**src/rtl/lcd_pkg.sv**
```systemverilog
// Shared types and constants for the 4-bit HD44780 nibble writer:
// FSM state encoding, 50 MHz default timing and LCD command codes.
package lcd_pkg;

    typedef enum logic [3:0] {
        ST_IDLE,
        ST_SETUP_HI,
        ST_EN_HI,
        ST_HOLD_HI,
        ST_GAP_NIB,
        ST_SETUP_LO,
        ST_EN_LO,
        ST_HOLD_LO,
        ST_GAP_BYTE
    } lcd_state_e;

    // Default timing in 50 MHz clock cycles (20 ns each).
    localparam int unsigned DEF_SETUP_CYCLES      = 2;
    localparam int unsigned DEF_ENABLE_CYCLES     = 12;
    localparam int unsigned DEF_HOLD_CYCLES       = 1;
    localparam int unsigned DEF_NIBBLE_GAP_CYCLES = 50;
    localparam int unsigned DEF_BYTE_GAP_CYCLES   = 2000;
    localparam int unsigned DEF_LONG_GAP_CYCLES   = 82000;

    localparam logic [7:0] LCD_CMD_CLEAR         = 8'h01;
    localparam logic [7:0] LCD_CMD_HOME          = 8'h02;
    localparam logic [7:0] LCD_CMD_HOME_ALT      = 8'h03;
    localparam logic [7:0] LCD_CMD_ENTRY_MODE    = 8'h06;
    localparam logic [7:0] LCD_CMD_DISPLAY_ON    = 8'h0C;
    localparam logic [7:0] LCD_CMD_FUNC_SET_4BIT = 8'h28;

    // Clear and Return Home need the long post-write wait on the panel.
    function automatic logic is_long_cmd(input logic rs, input logic [7:0] data);
        return !rs && (data == LCD_CMD_CLEAR || data == LCD_CMD_HOME ||
                       data == LCD_CMD_HOME_ALT);
    endfunction

endpackage

```
**src/rtl/lcd_nibble_writer_if.sv**
```systemverilog
// Request handshake and LCD pin bundle between the sequencer (master)
// and the nibble writer engine (slave).
interface lcd_nibble_writer_if;

    logic [7:0] iData;
    logic       iRS;
    logic       iNibbleOnly;
    logic       iValid;
    logic       oReady;
    logic       oLCD_Enabled;
    logic       oLCD_RegisterSelect;
    logic       oLCD_ReadWrite;
    logic       oLCD_StrataFlashControl;
    logic [3:0] oLCD_Data;

    modport master (
        output iData, iRS, iNibbleOnly, iValid,
        input  oReady, oLCD_Enabled, oLCD_RegisterSelect, oLCD_ReadWrite,
               oLCD_StrataFlashControl, oLCD_Data
    );

    modport slave (
        input  iData, iRS, iNibbleOnly, iValid,
        output oReady, oLCD_Enabled, oLCD_RegisterSelect, oLCD_ReadWrite,
               oLCD_StrataFlashControl, oLCD_Data
    );

endinterface

```
**src/rtl/lcd_delay_counter.sv**
```systemverilog
// Loadable down-counter: load value N-1 on state entry, done is high
// while the count sits at zero, so a state lasts exactly N cycles.
module lcd_delay_counter #(
    parameter int unsigned WIDTH = 17
) (
    input  logic             clk,
    input  logic             rst_n,
    input  logic             load,
    input  logic [WIDTH-1:0] load_value,
    output logic             done
);

    logic [WIDTH-1:0] count_q;
    logic [WIDTH-1:0] count_d;

    always_comb begin
        // NOTE: the default assignment first keeps this purely combinational (no latch).
        count_d = count_q;
        if (load) begin
            count_d = load_value;
        end else if (count_q != '0) begin
            count_d = count_q - 1'b1;
        end
    end

    always_ff @(posedge clk or negedge rst_n) begin
        // NOTE: flops take non-blocking assignments so every register samples pre-edge values.
        if (!rst_n) begin
            count_q <= '0;
        end else begin
            count_q <= count_d;
        end
    end

    assign done = (count_q == '0);

endmodule

```
**src/rtl/lcd_nibble_writer.sv**
```systemverilog
// Byte-to-nibble write engine for a 4-bit HD44780 LCD. Optional macro
// LCD_LONG_CMD_DELAY_EN stretches the post-write gap after Clear/Home.
module lcd_nibble_writer
    import lcd_pkg::*;
#(
    parameter int unsigned SETUP_CYCLES      = DEF_SETUP_CYCLES,
    parameter int unsigned ENABLE_CYCLES     = DEF_ENABLE_CYCLES,
    parameter int unsigned HOLD_CYCLES       = DEF_HOLD_CYCLES,
    parameter int unsigned NIBBLE_GAP_CYCLES = DEF_NIBBLE_GAP_CYCLES,
    parameter int unsigned BYTE_GAP_CYCLES   = DEF_BYTE_GAP_CYCLES,
    parameter int unsigned LONG_GAP_CYCLES   = DEF_LONG_GAP_CYCLES
) (
    input  logic                Clock,
    input  logic                Reset,
    lcd_nibble_writer_if.slave  bus
);

    localparam int unsigned CNT_W = $clog2(LONG_GAP_CYCLES + 1);

    if (SETUP_CYCLES == 0 || ENABLE_CYCLES == 0 || HOLD_CYCLES == 0 ||
        NIBBLE_GAP_CYCLES == 0 || BYTE_GAP_CYCLES == 0 || LONG_GAP_CYCLES == 0)
    begin : g_param_check
        $error("lcd_nibble_writer: every timing parameter must be at least 1");
    end

    function automatic logic [CNT_W-1:0] cycles_m1(input int unsigned n);
        return CNT_W'(n - 1);
    endfunction

    lcd_state_e       state_q, state_d;
    logic [7:0]       data_lat_q, data_lat_d;
    logic             rs_lat_q, rs_lat_d;
    logic             nib_only_q, nib_only_d;
    logic             ready_q, ready_d;
    logic             en_q, en_d;
    logic             rs_q, rs_d;
    logic [3:0]       db_q, db_d;

    logic             accept;
    logic             long_gap;
    logic             cnt_load;
    logic [CNT_W-1:0] cnt_load_value;
    logic             cnt_done;

`ifdef LCD_LONG_CMD_DELAY_EN
    assign long_gap = is_long_cmd(rs_lat_q, data_lat_q);
`else
    assign long_gap = 1'b0;
`endif

    assign accept = bus.iValid && ready_q;

    always_comb begin
        state_d        = state_q;
        data_lat_d     = data_lat_q;
        rs_lat_d       = rs_lat_q;
        nib_only_d     = nib_only_q;
        cnt_load_value = '0;

        if (accept) begin
            data_lat_d = bus.iData;
            rs_lat_d   = bus.iRS;
            nib_only_d = bus.iNibbleOnly;
        end

        case (state_q)
            ST_IDLE:     if (accept)   state_d = ST_SETUP_HI;
            ST_SETUP_HI: if (cnt_done) state_d = ST_EN_HI;
            ST_EN_HI:    if (cnt_done) state_d = ST_HOLD_HI;
            ST_HOLD_HI:  if (cnt_done) state_d = nib_only_q ? ST_GAP_BYTE : ST_GAP_NIB;
            ST_GAP_NIB:  if (cnt_done) state_d = ST_SETUP_LO;
            ST_SETUP_LO: if (cnt_done) state_d = ST_EN_LO;
            ST_EN_LO:    if (cnt_done) state_d = ST_HOLD_LO;
            ST_HOLD_LO:  if (cnt_done) state_d = ST_GAP_BYTE;
            ST_GAP_BYTE: if (cnt_done) state_d = ST_IDLE;
            default:                   state_d = ST_IDLE;
        endcase

        // Reload the shared counter on every state entry.
        cnt_load = (state_d != state_q);
        case (state_d)
            ST_SETUP_HI, ST_SETUP_LO: cnt_load_value = cycles_m1(SETUP_CYCLES);
            ST_EN_HI, ST_EN_LO:       cnt_load_value = cycles_m1(ENABLE_CYCLES);
            ST_HOLD_HI, ST_HOLD_LO:   cnt_load_value = cycles_m1(HOLD_CYCLES);
            ST_GAP_NIB:               cnt_load_value = cycles_m1(NIBBLE_GAP_CYCLES);
            ST_GAP_BYTE:              cnt_load_value = long_gap ? cycles_m1(LONG_GAP_CYCLES)
                                                                : cycles_m1(BYTE_GAP_CYCLES);
            default:                  cnt_load_value = '0;
        endcase
    end

    // Pin outputs are registered from the current state, so they trail the
    // state by one cycle; ready is cleared on the accepting edge itself.
    always_comb begin
        ready_d = accept ? 1'b0 : (state_q == ST_IDLE);
        en_d    = (state_q == ST_EN_HI) || (state_q == ST_EN_LO);
        rs_d    = rs_q;
        db_d    = db_q;
        if (state_q == ST_SETUP_HI) begin
            db_d = data_lat_q[7:4];
            rs_d = rs_lat_q;
        end else if (state_q == ST_SETUP_LO) begin
            db_d = data_lat_q[3:0];
            rs_d = rs_lat_q;
        end
    end

    always_ff @(posedge Clock or negedge Reset) begin
        if (!Reset) begin
            state_q    <= ST_IDLE;
            data_lat_q <= '0;
            rs_lat_q   <= 1'b0;
            nib_only_q <= 1'b0;
            ready_q    <= 1'b1;
            en_q       <= 1'b0;
            rs_q       <= 1'b0;
            db_q       <= '0;
        end else begin
            state_q    <= state_d;
            data_lat_q <= data_lat_d;
            rs_lat_q   <= rs_lat_d;
            nib_only_q <= nib_only_d;
            ready_q    <= ready_d;
            en_q       <= en_d;
            rs_q       <= rs_d;
            db_q       <= db_d;
        end
    end

    lcd_delay_counter #(
        .WIDTH (CNT_W)
    ) u_delay_counter (
        .clk        (Clock),
        .rst_n      (Reset),
        .load       (cnt_load),
        .load_value (cnt_load_value),
        .done       (cnt_done)
    );

    assign bus.oReady                  = ready_q;
    assign bus.oLCD_Enabled            = en_q;
    assign bus.oLCD_RegisterSelect     = rs_q;
    assign bus.oLCD_Data               = db_q;
    assign bus.oLCD_ReadWrite          = 1'b0;
    assign bus.oLCD_StrataFlashControl = 1'b1;

endmodule

```
**src/flat_wrapper.sv**
```systemverilog
// flat-port wrapper written by rule: the top's interface ports become plain ports
module lcd_nibble_writer_flat import lcd_pkg::*;
#(
    parameter int unsigned SETUP_CYCLES      = DEF_SETUP_CYCLES,
    parameter int unsigned ENABLE_CYCLES     = DEF_ENABLE_CYCLES,
    parameter int unsigned HOLD_CYCLES       = DEF_HOLD_CYCLES,
    parameter int unsigned NIBBLE_GAP_CYCLES = DEF_NIBBLE_GAP_CYCLES,
    parameter int unsigned BYTE_GAP_CYCLES   = DEF_BYTE_GAP_CYCLES,
    parameter int unsigned LONG_GAP_CYCLES   = DEF_LONG_GAP_CYCLES
)
  (Clock, Reset, bus_iData, bus_iRS, bus_iNibbleOnly, bus_iValid, bus_oReady, bus_oLCD_Enabled, bus_oLCD_RegisterSelect, bus_oLCD_ReadWrite, bus_oLCD_StrataFlashControl, bus_oLCD_Data);
  lcd_nibble_writer_if bus_i ();
  input  logic Clock;
  input  logic Reset;
  input wire logic [$bits(bus_i.iData)-1:0] bus_iData;
  input wire logic [$bits(bus_i.iRS)-1:0] bus_iRS;
  input wire logic [$bits(bus_i.iNibbleOnly)-1:0] bus_iNibbleOnly;
  input wire logic [$bits(bus_i.iValid)-1:0] bus_iValid;
  output wire logic [$bits(bus_i.oReady)-1:0] bus_oReady;
  output wire logic [$bits(bus_i.oLCD_Enabled)-1:0] bus_oLCD_Enabled;
  output wire logic [$bits(bus_i.oLCD_RegisterSelect)-1:0] bus_oLCD_RegisterSelect;
  output wire logic [$bits(bus_i.oLCD_ReadWrite)-1:0] bus_oLCD_ReadWrite;
  output wire logic [$bits(bus_i.oLCD_StrataFlashControl)-1:0] bus_oLCD_StrataFlashControl;
  output wire logic [$bits(bus_i.oLCD_Data)-1:0] bus_oLCD_Data;
  assign bus_i.iData = bus_iData;
  assign bus_i.iRS = bus_iRS;
  assign bus_i.iNibbleOnly = bus_iNibbleOnly;
  assign bus_i.iValid = bus_iValid;
  assign bus_oReady = bus_i.oReady;
  assign bus_oLCD_Enabled = bus_i.oLCD_Enabled;
  assign bus_oLCD_RegisterSelect = bus_i.oLCD_RegisterSelect;
  assign bus_oLCD_ReadWrite = bus_i.oLCD_ReadWrite;
  assign bus_oLCD_StrataFlashControl = bus_i.oLCD_StrataFlashControl;
  assign bus_oLCD_Data = bus_i.oLCD_Data;
  lcd_nibble_writer #(.SETUP_CYCLES(SETUP_CYCLES), .ENABLE_CYCLES(ENABLE_CYCLES), .HOLD_CYCLES(HOLD_CYCLES), .NIBBLE_GAP_CYCLES(NIBBLE_GAP_CYCLES), .BYTE_GAP_CYCLES(BYTE_GAP_CYCLES), .LONG_GAP_CYCLES(LONG_GAP_CYCLES)) u_core (.Clock(Clock), .Reset(Reset), .bus(bus_i));
endmodule
```
**config.mk**
```make
export PLATFORM = sky130hd
export DESIGN_NAME = lcd_nibble_writer_flat
export DESIGN_NICKNAME = d
export VERILOG_FILES = /design/src/rtl/lcd_pkg.sv /design/src/rtl/lcd_nibble_writer_if.sv /design/src/rtl/lcd_delay_counter.sv /design/src/rtl/lcd_nibble_writer.sv /design/src/flat_wrapper.sv
export SDC_FILE = /design/constraint.sdc
export NUM_CORES = 1
export LEC_CHECK = 0
export BUFFER_PORTS_ARGS = -buffer_cell sky130_fd_sc_hd__buf_2
export CAP_MARGIN = 20
export CORE_MARGIN = 1.5
export CORE_UTILIZATION = 51
export CTS_BUF_LIST = sky130_fd_sc_hd__clkbuf_8
export DETAILED_ROUTE_END_ITERATION = 6
export GPL_TIMING_DRIVEN = 0
export PLACE_DENSITY = 0.77
export REMOVE_ABC_BUFFERS = 1
export SYNTH_ARGS = -nofsm -noshare
export SYNTH_HDL_FRONTEND = slang
export SYNTH_SLANG_ARGS = --single-unit
```
**constraint.sdc**
```tcl
create_clock -name Clock -period 6.3 [get_ports Clock]
set_clock_uncertainty 0.2 [all_clocks]
set_input_delay 0.945 -clock Clock [delete_from_list [all_inputs] [get_ports Clock]]
set_output_delay 0.945 -clock Clock [all_outputs]
set_load 0.02 [all_outputs]
```
==> impl_metrics.py <==
metrics = {
    "status": {
        "status": "complete, no violations",
    },
    "setup_path": {
        "cpLargestDelayFamily": "simple AND/OR/NAND/NOR gates",
        "critPathMaxFanout": 13,
        "cp_slowest_cell": "or3_1",
        "end_kind": "register",
        "cpPeakStageDelay_ps": 520,
        "crit_type": "reg -> reg",
        "worstPathArrival_ps": 2510,
        "start_kind": "register",
        "cp_num_buf_inv": 1,
        "crit_chain": "inv_1 -> ha_1 -> nor4b_1 -> and4_4 -> nand3_2 -> or3_1 -> a31oi_2",
        "required_ps": 6330,
    },
    "final_layout": {
        "finalInstanceArea_sq_um": 2150,
        "nets": 218,
        "antenna_cells": 0,
        "drive_above_1_share": 0.2255,
        "syn_to_final_growth_pct": 12.95,
    },
    "logic_synthesis": {
        "yosysUniqueCellTypes": 37,
        "yosys_warnings": 0,
        "ys_async_sr_fraction": 1.000,
        "avgSynthCellArea_sq_um": 10.29,
        "synth_commonest_cells": "37 x dfrtp_1, 23 x nand2_1, 20 x nor2_1",
        "syn_inst": 185,
        "yosysTopAreaCell": "dfrtp_1",
        "netlist_area_sq_um": 1903,
        "yosysSeqAreaShare": 0.5003,
        "ys.flop_type": "dfrtp_1",
        "yosysMostFrequentCell": "dfrtp_1",
        "synth_edf_count": 0,
        "synthTopCellsByArea": "dfrtp_1 49%, mux2_2 7.1%, xnor2_1 4.6%, nand2_1 4.5%, nor2_1 3.9%",
        "ys_ff_latch": 38,
        "yosys.area.top_type_share": 0.4865,
    },
    "grt": {
        "gr-total-overflow": 0,
        "grt_pass1_vias": 1345,
        "antenna_found_initial": 0,
        "grt_max_degree": 39,
        "grtUsageTotal": 0.1908,
        "grt_pass1_wl_um": 5885,
    },
    "clock_tree": {
        "clockRootBuffer": "clkbuf_8",
        "clock-sinks": 38,
        "htreeDepth": 2,
        "clockBufferDepth": 2,
        "clkTransAtPathRegs_ps": 80,
        "numCtsBuffers": 5,
        "clkLatencyLatePin_ps": 300,
        "ctsResizeCount": 0,
        "hold_buffers": 0,
        "cts_setup_buffers": 0,
        "cts_tree": "done",
    },
    "placed_design": {
        "dp_hpwl_um": 2316,
        "portBuffers": 19,
        "gp_congestion": 0.8226,
        "pre_cts_slack_ps": 3662,
        "place_area_sq_um": 2012,
    },
    "timing": {
        "relSlewSlack": 0.4513,
        "fin_tns_setup_ps": 0,
        "period_share": 0.3941,
        "hold_viol": 0,
        "slew_viol_final": 0,
        "setup_slack_ps": 3817,
        "holdWs_ps": 308.6,
        "setup_viol": 0,
        "tightest_slew_ps": 823.0,
        "timing.fmax_mhz": 402.7,
        "finalCriticalPeriod_ps": 2483,
        "rsz0062_at_grt": "false",
    },
    "route": {
        "drt_wl_total_um": 3335,
        "routed_via_density": 5.306,
        "vias": 1337,
        "initialDrtViolationCount": 88,
        "drcViolationCount": 0,
        "drt-wirelength-per-cell_um": 13.23,
        "dr.pass1.iters": 4,
        "ant_nets": 0,
    },
    "power": {
        "leakage_nw": 0.9816,
        "power_mw": 1.083,
        "power_density_nw_per_um2": 503.7,
        "ir_drop_v": 0.0002647,
    },
    "floorplanning": {
        "die_y_um": 64.09,
        "initial_core_util": 0.5238,
        "coreArea_sq_um": 3633,
        "die_w_um": 64.09,
        "dieArea_sq_um": 4107,
        "num_rows": 22,
        "boundaryPins": 22,
    },
    "run": {
        "maxCapViolations": 0,
    },
    "hold_path": {
        "hold_path.class": "reg -> reg",
    },
}
-- per-stage QoR --
stage	util	std cells
5_1_grt	0.5916	252
4_1_cts	0.5916	252
3_5_place_dp	0.5537	244
6_report	0.5916	252
2_1_floorplan	-	177
3_3_place_gp	0.5537	244
-- final cells by class --
cell class,count,area (sq um)
multi-input combinational,137,897.1
timing repair buffer,19,95.09
clock buffer,5,68.82
fill,332,1484
tap,48,60.06
sequential,38,952.2
inverter,2,7.507
clock inverter,3,68.82
-- worst register-to-register path, stage by stage, from the launching register on --
cell     delay [ps]
dfrtp_1         410
inv_1           130
ha_1            160
nor4b_1         310
and4_4          380
nand3_2         110
or3_1           520
a31oi_2         180
-- routing by layer --
| metal | GRT usage | part of all wire |
|---|---|---|
| met5 | 0 | 0 |
| met4 | 0.1060 | 0.022 |
| met3 | 0.04754 | 0.037 |
| met2 | 0.3151 | 0.49 |
| met1 | 0.2267 | 0.45 |
-- worst paths after layout --
| path | start | endpoint | slack, ps | depth (start not counted) |
|---|---|---|---|---|
| hold / removal | u_core.data_lat_q[5] | u_core.data_lat_q[5] | 310 | 1 |
| hold reg to reg | u_core.data_lat_q[5] | u_core.data_lat_q[5] | 310 | 1 |
| setup reg to reg | u_core.u_delay_counter.count_q[0] | u_core.u_delay_counter.count_q[0] | 3820 | 7 |
| max in group asynchronous | Reset | u_core.data_lat_q[3] | 4850 | 1 |
| setup / recovery | u_core.u_delay_counter.count_q[0] | u_core.u_delay_counter.count_q[0] | 3820 | 7 |
| min in group asynchronous | Reset | u_core.u_delay_counter.count_q[3] | 530 | 1 |
-- report_power, final --
group	leakage [nW]	switching, mW	internal, mW	total, mW
registers	0.468	0.0971	0.355	0.452
clock network	0.0683	0.0903	0.159	0.249
logic	0.445	0.202	0.180	0.381
total	0.982	0.389	0.694	1.08
-- cell families (layout without fill, tap and decap cells) --
family	Yosys count	in the layout	share of synthesized area
XOR/XNOR	16	16	0.07363
flip-flops	38	38	0.5003
adder cells (fa/ha/maj)	2	2	0.01315
AO/OA/AOI/OAI	20	20	0.05852
AND/OR/NAND/NOR	80	80	0.2248
other	2	2	0.003946
multiplexers	17	17	0.09731
buffers and inverters	10	29	0.02826
-- layout by cell type (no fill, tap or decap), types with 3 or more instances in the layout --
| cell type | n |
|---|---|
| dfrtp_1 | 37 |
| nand2_1 | 23 |
| mux2_2 | 12 |
| a21oi_1 | 9 |
| nor3_1 | 6 |
| clkbuf_8 | 5 |
| buf_2 | 19 |
| nand3_1 | 7 |
| nor4b_1 | 3 |
| o21ai_0 | 8 |
| nor2_1 | 20 |
| xor2_1 | 6 |
| nand4_1 | 4 |
| xnor2_1 | 10 |
| mux2i_1 | 5 |
-- flip-flops by register name (all words and copies together), names as in the netlist --
name and flops:
u_core.bus.oReady 1, u_core.rs_lat_q 1, u_core.bus.oLCD_Enabled 1, u_core.bus.oLCD_Data 4
u_core.data_lat_q 8, u_core.nib_only_q 1, u_core.u_delay_counter.count_q 17, u_core.bus.oLCD_RegisterSelect 1
u_core.state_q 4
No activity file was read; power rests on OpenSTA's default activity.
